**config.mk**
```make
export PLATFORM = sky130hd
export DESIGN_NAME = led_seq_ctrl_flat
export DESIGN_NICKNAME = d
export VERILOG_FILES = /design/src/rtl/led_seq_ctrl_if.sv /design/src/rtl/led_seq_ctrl.sv /design/src/flat_wrapper.sv
export SDC_FILE = /design/constraint.sdc
export NUM_CORES = 1
export LEC_CHECK = 0
export CAP_MARGIN = 20
export CORE_MARGIN = 8
export CORE_UTILIZATION = 53
export CTS_CLUSTER_DIAMETER = 40
export DETAILED_ROUTE_END_ITERATION = 6
export GPL_ROUTABILITY_DRIVEN = 0
export PLACE_DENSITY = 0.84
export RECOVER_POWER = 50
export SETUP_SLACK_MARGIN = 0.3
export SYNTH_ARGS = -nofsm -noshare
export SYNTH_HDL_FRONTEND = slang
export SYNTH_SLANG_ARGS = --single-unit
```
**constraint.sdc**
```tcl
create_clock -name clk -period 3.5 [get_ports clk]
set_input_delay 0.525 -clock clk [delete_from_list [all_inputs] [get_ports clk]]
set_output_delay 0.525 -clock clk [all_outputs]
set_load 0.02 [all_outputs]
```
**src/rtl/led_seq_ctrl_if.sv**
```systemverilog
// Command bus of the LED sequencer: valid/ready command handshake plus abort.
//   cmd_valid  : command offered (master -> slave)
//   cmd_ready  : sequencer idle and able to take a command (slave -> master)
//   cmd_mode   : 00 rotate-left, 01 rotate-right, 10 blink-all, 11 bounce
//   cmd_period : clocks per step (0 behaves as 1)
//   cmd_steps  : number of pattern advances (0 runs until abort)
//   abort      : stop the running sequence
interface led_seq_ctrl_if #(
  parameter int CNT_W  = 25,
  parameter int STEP_W = 8
);
  logic              cmd_valid;
  logic              cmd_ready;
  logic [1:0]        cmd_mode;
  logic [CNT_W-1:0]  cmd_period;
  logic [STEP_W-1:0] cmd_steps;
  logic              abort;

  modport master (
    output cmd_valid, cmd_mode, cmd_period, cmd_steps, abort,
    input  cmd_ready
  );

  modport slave (
    input  cmd_valid, cmd_mode, cmd_period, cmd_steps, abort,
    output cmd_ready
  );
endinterface

```
**src/rtl/led_seq_ctrl.sv**
```systemverilog
// Command-driven sequencer for the LED bank. Takes one pattern command at a
// time, steps the pattern every 'period' clocks for 'steps' advances (or until
// abort when steps is 0) and pulses done when a finite sequence completes.
//   clk  : system clock
//   rst  : synchronous reset, active-high
//   bus  : command handshake + abort (slave side of led_seq_ctrl_if)
//   led  : LED drive, 1 = on
//   busy : high while running or in the completion cycle
//   done : one-cycle pulse when a finite sequence completes
module led_seq_ctrl #(
  parameter int CNT_W  = 25,
  parameter int STEP_W = 8,
  parameter int LED_W  = 4
) (
  input  logic              clk,
  input  logic              rst,
  led_seq_ctrl_if.slave     bus,
  output logic [LED_W-1:0]  led,
  output logic              busy,
  output logic              done
);

  localparam logic [1:0] S_IDLE = 2'd0;
  localparam logic [1:0] S_RUN  = 2'd1;
  localparam logic [1:0] S_DONE = 2'd2;

  localparam logic [1:0] M_ROL    = 2'b00;
  localparam logic [1:0] M_ROR    = 2'b01;
  localparam logic [1:0] M_BLINK  = 2'b10;
  localparam logic [1:0] M_BOUNCE = 2'b11;

  logic [1:0]        state;
  logic [1:0]        mode_q;
  logic [CNT_W-1:0]  period_q;
  logic [STEP_W-1:0] steps_q;
  logic [CNT_W-1:0]  tick_cnt;
  logic [STEP_W-1:0] step_cnt;
  logic [STEP_W-1:0] step_nxt;
  logic              dir_up;
  logic              dir_nxt;
  logic [LED_W-1:0]  led_q;
  logic [LED_W-1:0]  led_nxt;
  logic [LED_W-1:0]  start_pat;
  logic              tick_wrap;

  assign step_nxt  = step_cnt + STEP_W'(1);
  assign tick_wrap = (tick_cnt == period_q - CNT_W'(1));

  // Start pattern for the command currently offered on the bus.
  always_comb begin
    start_pat = '0;
    case (bus.cmd_mode)
      M_ROL:    start_pat = LED_W'(1);
      M_ROR:    start_pat = {1'b1, {(LED_W-1){1'b0}}};
      M_BLINK:  start_pat = '1;
      M_BOUNCE: start_pat = LED_W'(1);
      default:  start_pat = '0;
    endcase
  end

  // Next pattern for one advance. Bounce flips direction on reaching an end
  // so the end positions are shown once each turn.
  always_comb begin
    led_nxt = led_q;
    dir_nxt = dir_up;
    case (mode_q)
      M_ROL:   led_nxt = {led_q[LED_W-2:0], led_q[LED_W-1]};
      M_ROR:   led_nxt = {led_q[0], led_q[LED_W-1:1]};
      M_BLINK: led_nxt = ~led_q;
      M_BOUNCE: begin
        if (dir_up) begin
          led_nxt = led_q << 1;
          if (led_nxt[LED_W-1]) dir_nxt = 1'b0;
        end else begin
          led_nxt = led_q >> 1;
          if (led_nxt[0]) dir_nxt = 1'b1;
        end
      end
      default: led_nxt = led_q;
    endcase
  end

  always_ff @(posedge clk) begin
    if (rst) begin
      state    <= S_IDLE;
      mode_q   <= '0;
      period_q <= '0;
      steps_q  <= '0;
      tick_cnt <= '0;
      step_cnt <= '0;
      dir_up   <= 1'b0;
      led_q    <= '0;
    end else begin
      case (state)
        S_IDLE: begin
          if (bus.cmd_valid) begin
            state    <= S_RUN;
            mode_q   <= bus.cmd_mode;
            period_q <= (bus.cmd_period == '0) ? CNT_W'(1) : bus.cmd_period;
            steps_q  <= bus.cmd_steps;
            tick_cnt <= '0;
            step_cnt <= '0;
            dir_up   <= 1'b1;
            led_q    <= start_pat;
          end
        end
        S_RUN: begin
          // Abort takes priority over an advance on the same edge.
          if (bus.abort) begin
            state <= S_IDLE;
            led_q <= '0;
          end else if (tick_wrap) begin
            tick_cnt <= '0;
            step_cnt <= step_nxt;
            led_q    <= led_nxt;
            dir_up   <= dir_nxt;
            if (steps_q != '0 && step_nxt == steps_q) state <= S_DONE;
          end else begin
            tick_cnt <= tick_cnt + CNT_W'(1);
          end
        end
        S_DONE:  state <= S_IDLE;
        default: state <= S_IDLE;
      endcase
    end
  end

  assign bus.cmd_ready = (state == S_IDLE);
  assign busy          = (state == S_RUN) || (state == S_DONE);
  assign done          = (state == S_DONE);
  assign led           = led_q;

endmodule
```
**src/flat_wrapper.sv**
```systemverilog
// flat-port wrapper written by rule: the top's interface ports become plain ports
module led_seq_ctrl_flat 
#(
  parameter int CNT_W  = 25,
  parameter int STEP_W = 8,
  parameter int LED_W  = 4
)
  (clk, rst, led, busy, done, bus_cmd_valid, bus_cmd_mode, bus_cmd_period, bus_cmd_steps, bus_abort, bus_cmd_ready);
  led_seq_ctrl_if #(.CNT_W(CNT_W), .STEP_W(STEP_W)) bus_i ();
  input  logic clk;
  input  logic rst;
  output logic [LED_W-1:0] led;
  output logic busy;
  output logic done;
  input wire logic [$bits(bus_i.cmd_valid)-1:0] bus_cmd_valid;
  input wire logic [$bits(bus_i.cmd_mode)-1:0] bus_cmd_mode;
  input wire logic [$bits(bus_i.cmd_period)-1:0] bus_cmd_period;
  input wire logic [$bits(bus_i.cmd_steps)-1:0] bus_cmd_steps;
  input wire logic [$bits(bus_i.abort)-1:0] bus_abort;
  output wire logic [$bits(bus_i.cmd_ready)-1:0] bus_cmd_ready;
  assign bus_i.cmd_valid = bus_cmd_valid;
  assign bus_i.cmd_mode = bus_cmd_mode;
  assign bus_i.cmd_period = bus_cmd_period;
  assign bus_i.cmd_steps = bus_cmd_steps;
  assign bus_i.abort = bus_abort;
  assign bus_cmd_ready = bus_i.cmd_ready;
  led_seq_ctrl #(.CNT_W(CNT_W), .STEP_W(STEP_W), .LED_W(LED_W)) u_core (.clk(clk), .rst(rst), .bus(bus_i), .led(led), .busy(busy), .done(done));
endmodule
```
* Word-level counts from Yosys, hierarchy flattened
Cells that the tools add are included.
** Storage, ports and cells
- Bits in registers :: 75
- Logic and storage cells :: 72
** Operators by class
- Bitwise operators :: 1
- Multiplexer cells :: 29
- Reduce and logical (&&, ||, !) cells :: 15
- Equal/unequal tests :: 16
- Add/subtract/negate cells :: 3
** Operator list (count)
- 2-to-1 mux 25 bit :: 4
- case mux 25 bit (2 select lines) :: 1
- adder 25 x 1 -> 25 bit (second input constant) :: 1
- equality test 25 bit :: 1
- zero test 25 bit :: 1
- subtractor 25 x 1 -> 25 bit (second input constant) :: 1
- 2-to-1 mux 8 bit :: 3
- 2-to-1 mux 4 bit :: 4
- case mux 4 bit (4 select lines) :: 1
- case mux 8 bit (2 select lines) :: 1
- case mux 4 bit (3 select lines) :: 1
- equality test 2 bit (second input constant) :: 5
- AND reduction 3 bit :: 3
- adder 8 x 1 -> 8 bit (second input constant) :: 1
- equality test 8 bit :: 1
- 2-to-1 mux 2 bit :: 4
- case mux 4 bit (2 select lines) :: 1
- nonzero test 8 bit :: 1
- 2-to-1 mux 1 bit :: 7
- equality test 2 x 1 -> 1 bit (second input constant) :: 3
- zero test 2 bit :: 3
- inequality test 2 bit (second input constant) :: 3
- inequality test 3 x 2 -> 1 bit (second input constant) :: 2
- AND reduction 5 bit :: 1
- 10 further kinds :: 10

* Logic depth before layout (Yosys ltp)
- Depth in word-level cells :: 7
- Gate-level depth with buffers :: 14

* Least setup slack after synthesis
No wires, ideal clock.
- Path kind :: reg-to-reg
- From :: reg u_core.period_q[0]
- To :: reg u_core.step_cnt[3]
- Data required time :: 3.430 ns
- Clock period less this slack :: 3.022 ns
- Data arrival time :: 2.952 ns
- Path slack :: 0.478 ns
- Cell stages (with the launch flop) :: 13
- Cells stage by stage :: dfxtp_1 -> clkbuf_1 -> inv_1 -> ha_1 -> clkbuf_1 -> nand3_2 -> or3b_2 -> a221oi_2 -> nand4b_2 -> nor4_4 -> buf_6 -> mux2_2 -> a21oi_1
** Between the ends
- Longest elaborated chain between the ends :: 4
** RTL lines
- start, declared :: RTL line led_seq_ctrl.sv:34 : logic [CNT_W-1:0] period_q;
- start signal, assigned :: RTL line led_seq_ctrl.sv:99 : period_q <= (bus.cmd_period == '0) ? CNT_W'(1) : bus.cmd_period;
- subtractor 25 x 1 -> 25 bit :: RTL line led_seq_ctrl.sv:47 : assign tick_wrap = (tick_cnt == period_q - CNT_W'(1));
- equality test 25 bit :: RTL line led_seq_ctrl.sv:47
- inequality test 2 x 1 -> 1 bit (no line)
- AND reduction 4 bit (no line)
- end signal, assigned :: RTL line led_seq_ctrl.sv:114 : step_cnt <= step_nxt;
- end, declared :: RTL line led_seq_ctrl.sv:37 : logic [STEP_W-1:0] step_cnt;
Every way passes these cells.
A chain may end at the register's enable or synchronous reset.

* Worst setup path in the final report
- From :: reg u_core.period_q[3]
- To :: reg u_core.step_cnt[4]
Same word-level chain as after synthesis.

==> impl_summary.md <==
Global routing
The number of global-route vias before repair is 4203. The overflow left after global routing is 0. The maximum number of pins on one net before global-route repair is 28. The total global routing track utilization is 20.1%.

The number of antenna violations at the first check in global routing came to 0. The first-pass GRT wire length is 19300 um.

STA
The final hold violation count is 0. Of the available clock period, the critical path in the final layout requires 87.3%. The number of setup violations in the final report is 0.

For the final database, setup skew stands at 0.0106 ns. The slack of the critical path is 0.445 ns. At the pin with the least slew margin, the transition time is approximately 1.2 ns.

Derived from the worst setup path, the maximum achievable clock frequency is 0.327 GHz. Setup repair after global routing could not meet its margin everywhere. The total negative setup slack is 0 ns. The total count of max-transition violations in the final report is 0. The headroom to the max-slew limit is 17.8%. The shortest period the worst path allows is 3.06 ns.

Finish
The number of antenna diodes in the final layout is 0. The end-of-flow core utilization is 63.4%. Leaving out fill and tap cells, the most frequent cells in the layout are sky130_fd_sc_hd__nand2_1, sky130_fd_sc_hd__dfxtp_1, sky130_fd_sc_hd__nor2_1. After the last flow step, the layout net total stands at slightly below 700. The library cell used most frequently in the layout, excluding fill and tap cells, is sky130_fd_sc_hd__nand2_1.

After routing the design area is ~5400 um^2. The share of post-route cells with drive strength above 1 is 9.75%. The post-layout instance count excluding filler cells is 744.

The area growth from synthesis to layout is 18.8%. The final-layout fill cell count is 682.

Power and ir drop
In this run the power spent charging and discharging nets is 0.00118 W. The power density of the placed cells is 551 nW/um^2. The clock network accounts for 23.5% of the total power.

The cell-internal power is 0.00180 W. Combinational cells account for 40.4% of the total power. Summed over all cells, the static leakage comes to 1.92 nW. The fraction of power consumed by sequential logic is 36.1%.

IR analysis of the VDD net gives a maximum drop of 0.436 mV. Net switching is 39.6% of the power.

Synth
By area the synthesized netlist is led by sky130_fd_sc_hd__dfxtp_1, sky130_fd_sc_hd__nand2_1, sky130_fd_sc_hd__xnor2_1, sky130_fd_sc_hd__a21oi_1, sky130_fd_sc_hd__xor2_1. The number of flip-flops and latches in the synthesized netlist is 75. The combined area of all synthesized cells is 4560 um^2. Of the synthesized area, sequential elements account for 32.9%. The number of synthesized flops with an enable pin is 0. In this run the biggest area consumer among cell types represents 32.9% of the synthesized area. The largest area contributor in the netlist is sky130_fd_sc_hd__dfxtp_1. The Yosys step of the flow raised 0 warnings. The average instance in the mapped netlist occupies 7.72 um^2. The net count after synthesis is 638. The prevailing post-synth register cell is sky130_fd_sc_hd__dfxtp_1. The count of mapped cells out of synthesis is 591. The unique cell type count in the Yosys netlist is 62. The fraction of registers with async set or reset after synthesis is 0%.

Flow run
Max-cap violations in this run came to 0.

Placement
During placement, the flow inserted port buffers numbering 45. Summed over all nets, the half-perimeter wirelength after detailed placement is 8630 um. The cell total after placement is 723. The placed instances occupy a cell area of 5070 um^2. The pre-CTS setup slack is 0.225 ns.

Worst setup path
The worst path buffer plus inverter count is 1. The endpoint type of the worst setup path is a flop. The longest individual stage delay on the worst path is between 0.5 and 0.6 ns. The maximum fanout along the worst path is 9.

For the worst setup path, the data arrival time is 3.34 ns. The start-to-end type of the worst setup path is flop to flop. By instance count, the cell type seen most on the critical path is sky130_fd_sc_hd__or4_1. Grouping stages by cell kind, the critical path spends the most delay in simple AND/OR/NAND/NOR gates. The setup check on the worst reg-to-reg path leaves a slack of 0.44 ns. The startpoint identified for the worst register-to-register timing path is u_core.period_q[3]$_SDFFE_PP0P_. The required time of the critical path is 3.78 ns. The critical path depth is 9. The cell with the biggest individual delay on the critical path is sky130_fd_sc_hd__or4_1. The signal on the critical path passes through or4_1 > or4_1 > mux2i_1 > a221oi_2 > nand4b_4 > nor4_4 > buf_6 > mux2_2 > a31oi_1. Tracing the worst setup path back leads to its startpoint at u_core.period_q[3]$_SDFFE_PP0P_. The end of the critical path is u_core.step_cnt[4]$_SDFFE_PP0P_. The type of element launching the critical path is a flop. Counting cells, the worst reg-to-reg path comes to 9. The capture instance of the worst register-to-register path is u_core.step_cnt[4]$_SDFFE_PP0P_.

CTS
The maximum count of clock buffers along a single path is 2. The root cell of the clock tree is sky130_fd_sc_hd__clkbuf_8. CTS built an H-tree with a depth of 3.

TritonCTS built the clock tree. Clock tree synthesis inserted a total of 9 buffers. In this run, post-CTS hold repair placed 0 buffers. The clock transition time at the flip-flop clock pins of the worst setup and hold paths is 0.09 ns.

The clock sink total is 75. Clock latency on the worst-skew pair, taken at its later pin, is 0.35 ns.

Min path
Along the worst hold path, the cell count comes to 2. The path class of the tightest hold or removal check is flop to flop.

Detailed routing
The detailed-route vias per instance is between 5 and 6. The routed wire length is 12100 um. The total via count in the routed design is approximately 4500. The routed length per instance is between 15 and 20 um. The detailed router's first-iteration violation count is 449. The final routed DRC violation total is 0. The post-route antenna net violation count is 0. The length of the first detailed-routing pass in iterations is 6.

Run status
The run finished with clean final reports.

Floorplan
46 I/O pins were placed. The number of rows in the core area is 34. In this run the vertical extent of the chip is 109 um. After floorplanning, the core was sized to cover 8550 um^2. For this configuration, the core starts out at a cell density of between 50% and 60%. The floorplan step set the die width to 109 um. The die area is 11800 um^2.
==> worst min-delay path, stage by stage (launching register included) <==
cell                      delay, ns
sky130_fd_sc_hd__dfxtp_1       0.33
sky130_fd_sc_hd__nand2_1       0.06
sky130_fd_sc_hd__a21oi_1       0.05
==> cell families (layout without fill, tap and decap cells) <==
logic type,count (synthesis),after routing,share of synthesized area (%)
DFF,75,75,32.9
xor gates and xnor gates,66,66,12.7
buffers and inverters,50,95,4.83
AOI/OAI and AO/OA,103,103,14.2
muxes,8,8,1.87
adders and majority gates,8,8,2.19
and+or+nand+nor,281,281,31.3
==> through the flow <==
stage / total power [W] / hold WS [ns]
6_report: 0.00299 / 0.482
3_3_place_gp: 0.00215 / 0.458
4_1_cts: 0.00291 / 0.482
2_1_floorplan: 0.00188 / 0.448
5_1_grt: 0.00315 / 0.506
3_5_place_dp: 0.00219 / 0.470
==> layer usage <==
| metal | global-route usage [%] | vias up | share of wire (%) |
|---|---|---|---|
| met1 | 22.8 | 2123 | 40 |
| met5 | 0 | - | 0 |
| li1 | - | 2143 | - |
| met3 | 4.73 | 27 | 5.9 |
| met2 | 36.0 | 159 | 52 |
| met4 | 6.94 | 0 | 2.5 |
==> flip-flops by register name, indices dropped and copies added (netlist names) <==
signal and cells:
u_core.tick_cnt 25, u_core.mode_q 2, u_core.led 4, u_core.period_q 25, u_core.steps_q 8, u_core.dir_up 1
u_core.state 2, u_core.step_cnt 8
==> worst min-delay path by stage <==
stage / slack, ns / startpoint / end
CTS: 0.48 / u_core.steps_q[5]$_SDFFE_PP0P_ / u_core.steps_q[5]$_SDFFE_PP0P_
global placement: 0.46 / u_core.period_q[24]$_SDFFE_PP0P_ / u_core.period_q[24]$_SDFFE_PP0P_
global route: 0.51 / u_core.steps_q[5]$_SDFFE_PP0P_ / u_core.steps_q[5]$_SDFFE_PP0P_
floorplan: 0.45 / u_core.period_q[24]$_SDFFE_PP0P_ / u_core.period_q[24]$_SDFFE_PP0P_
detailed placement: 0.47 / u_core.steps_q[5]$_SDFFE_PP0P_ / u_core.steps_q[5]$_SDFFE_PP0P_
finish: 0.48 / u_core.steps_q[5]$_SDFFE_PP0P_ / u_core.steps_q[5]$_SDFFE_PP0P_
==> area by class of cell <==
type                    instances  area (um^2)  share of cell area (%)
flip-flops and latches         75         1510                    27.8
well taps                     108          135                    2.49
clock buffers                  10          138                    2.54
clock inverters                 6         71.3                    1.32
repair buffers                 61          599                    11.1
inverters                      18         67.6                    1.25
multi-input cells             466         2900                    53.5
==> power groups by stage <==
stage / Combinational (W) / Sequential [W] / Clock [W]
after floorplan: 0.000820 / 0.00106 / 0
final: 0.00121 / 0.00108 / 0.000702
after detailed placement: 0.00110 / 0.00109 / 0
after global placement: 0.00107 / 0.00108 / 0
after CTS: 0.00112 / 0.00107 / 0.000708
after global routing: 0.00131 / 0.00109 / 0.000747
==> synth_stat cells (6+ instances only) <==
cell                       instances
sky130_fd_sc_hd__a21oi_1          55
sky130_fd_sc_hd__and2_1            7
sky130_fd_sc_hd__and3_1            6
sky130_fd_sc_hd__clkbuf_1         23
sky130_fd_sc_hd__dfxtp_1          75
sky130_fd_sc_hd__ha_1              8
sky130_fd_sc_hd__inv_1            18
sky130_fd_sc_hd__nand2_1         102
sky130_fd_sc_hd__nand3_1          21
sky130_fd_sc_hd__nand4_1          13
sky130_fd_sc_hd__nor2_1           59
sky130_fd_sc_hd__nor3_1           18
sky130_fd_sc_hd__nor4_1           13
sky130_fd_sc_hd__o21ai_0          10
sky130_fd_sc_hd__or4_1             6
sky130_fd_sc_hd__xnor2_1          38
sky130_fd_sc_hd__xor2_1           28
==> what timing repair did <==
action,CTS,global route
endpoints found under the setup margin,4,37
gates resized for setup,5,14
pin swaps,1,5
buffers inserted,2,2
cloned,0,1
Power figures use the tool's default switching activity.
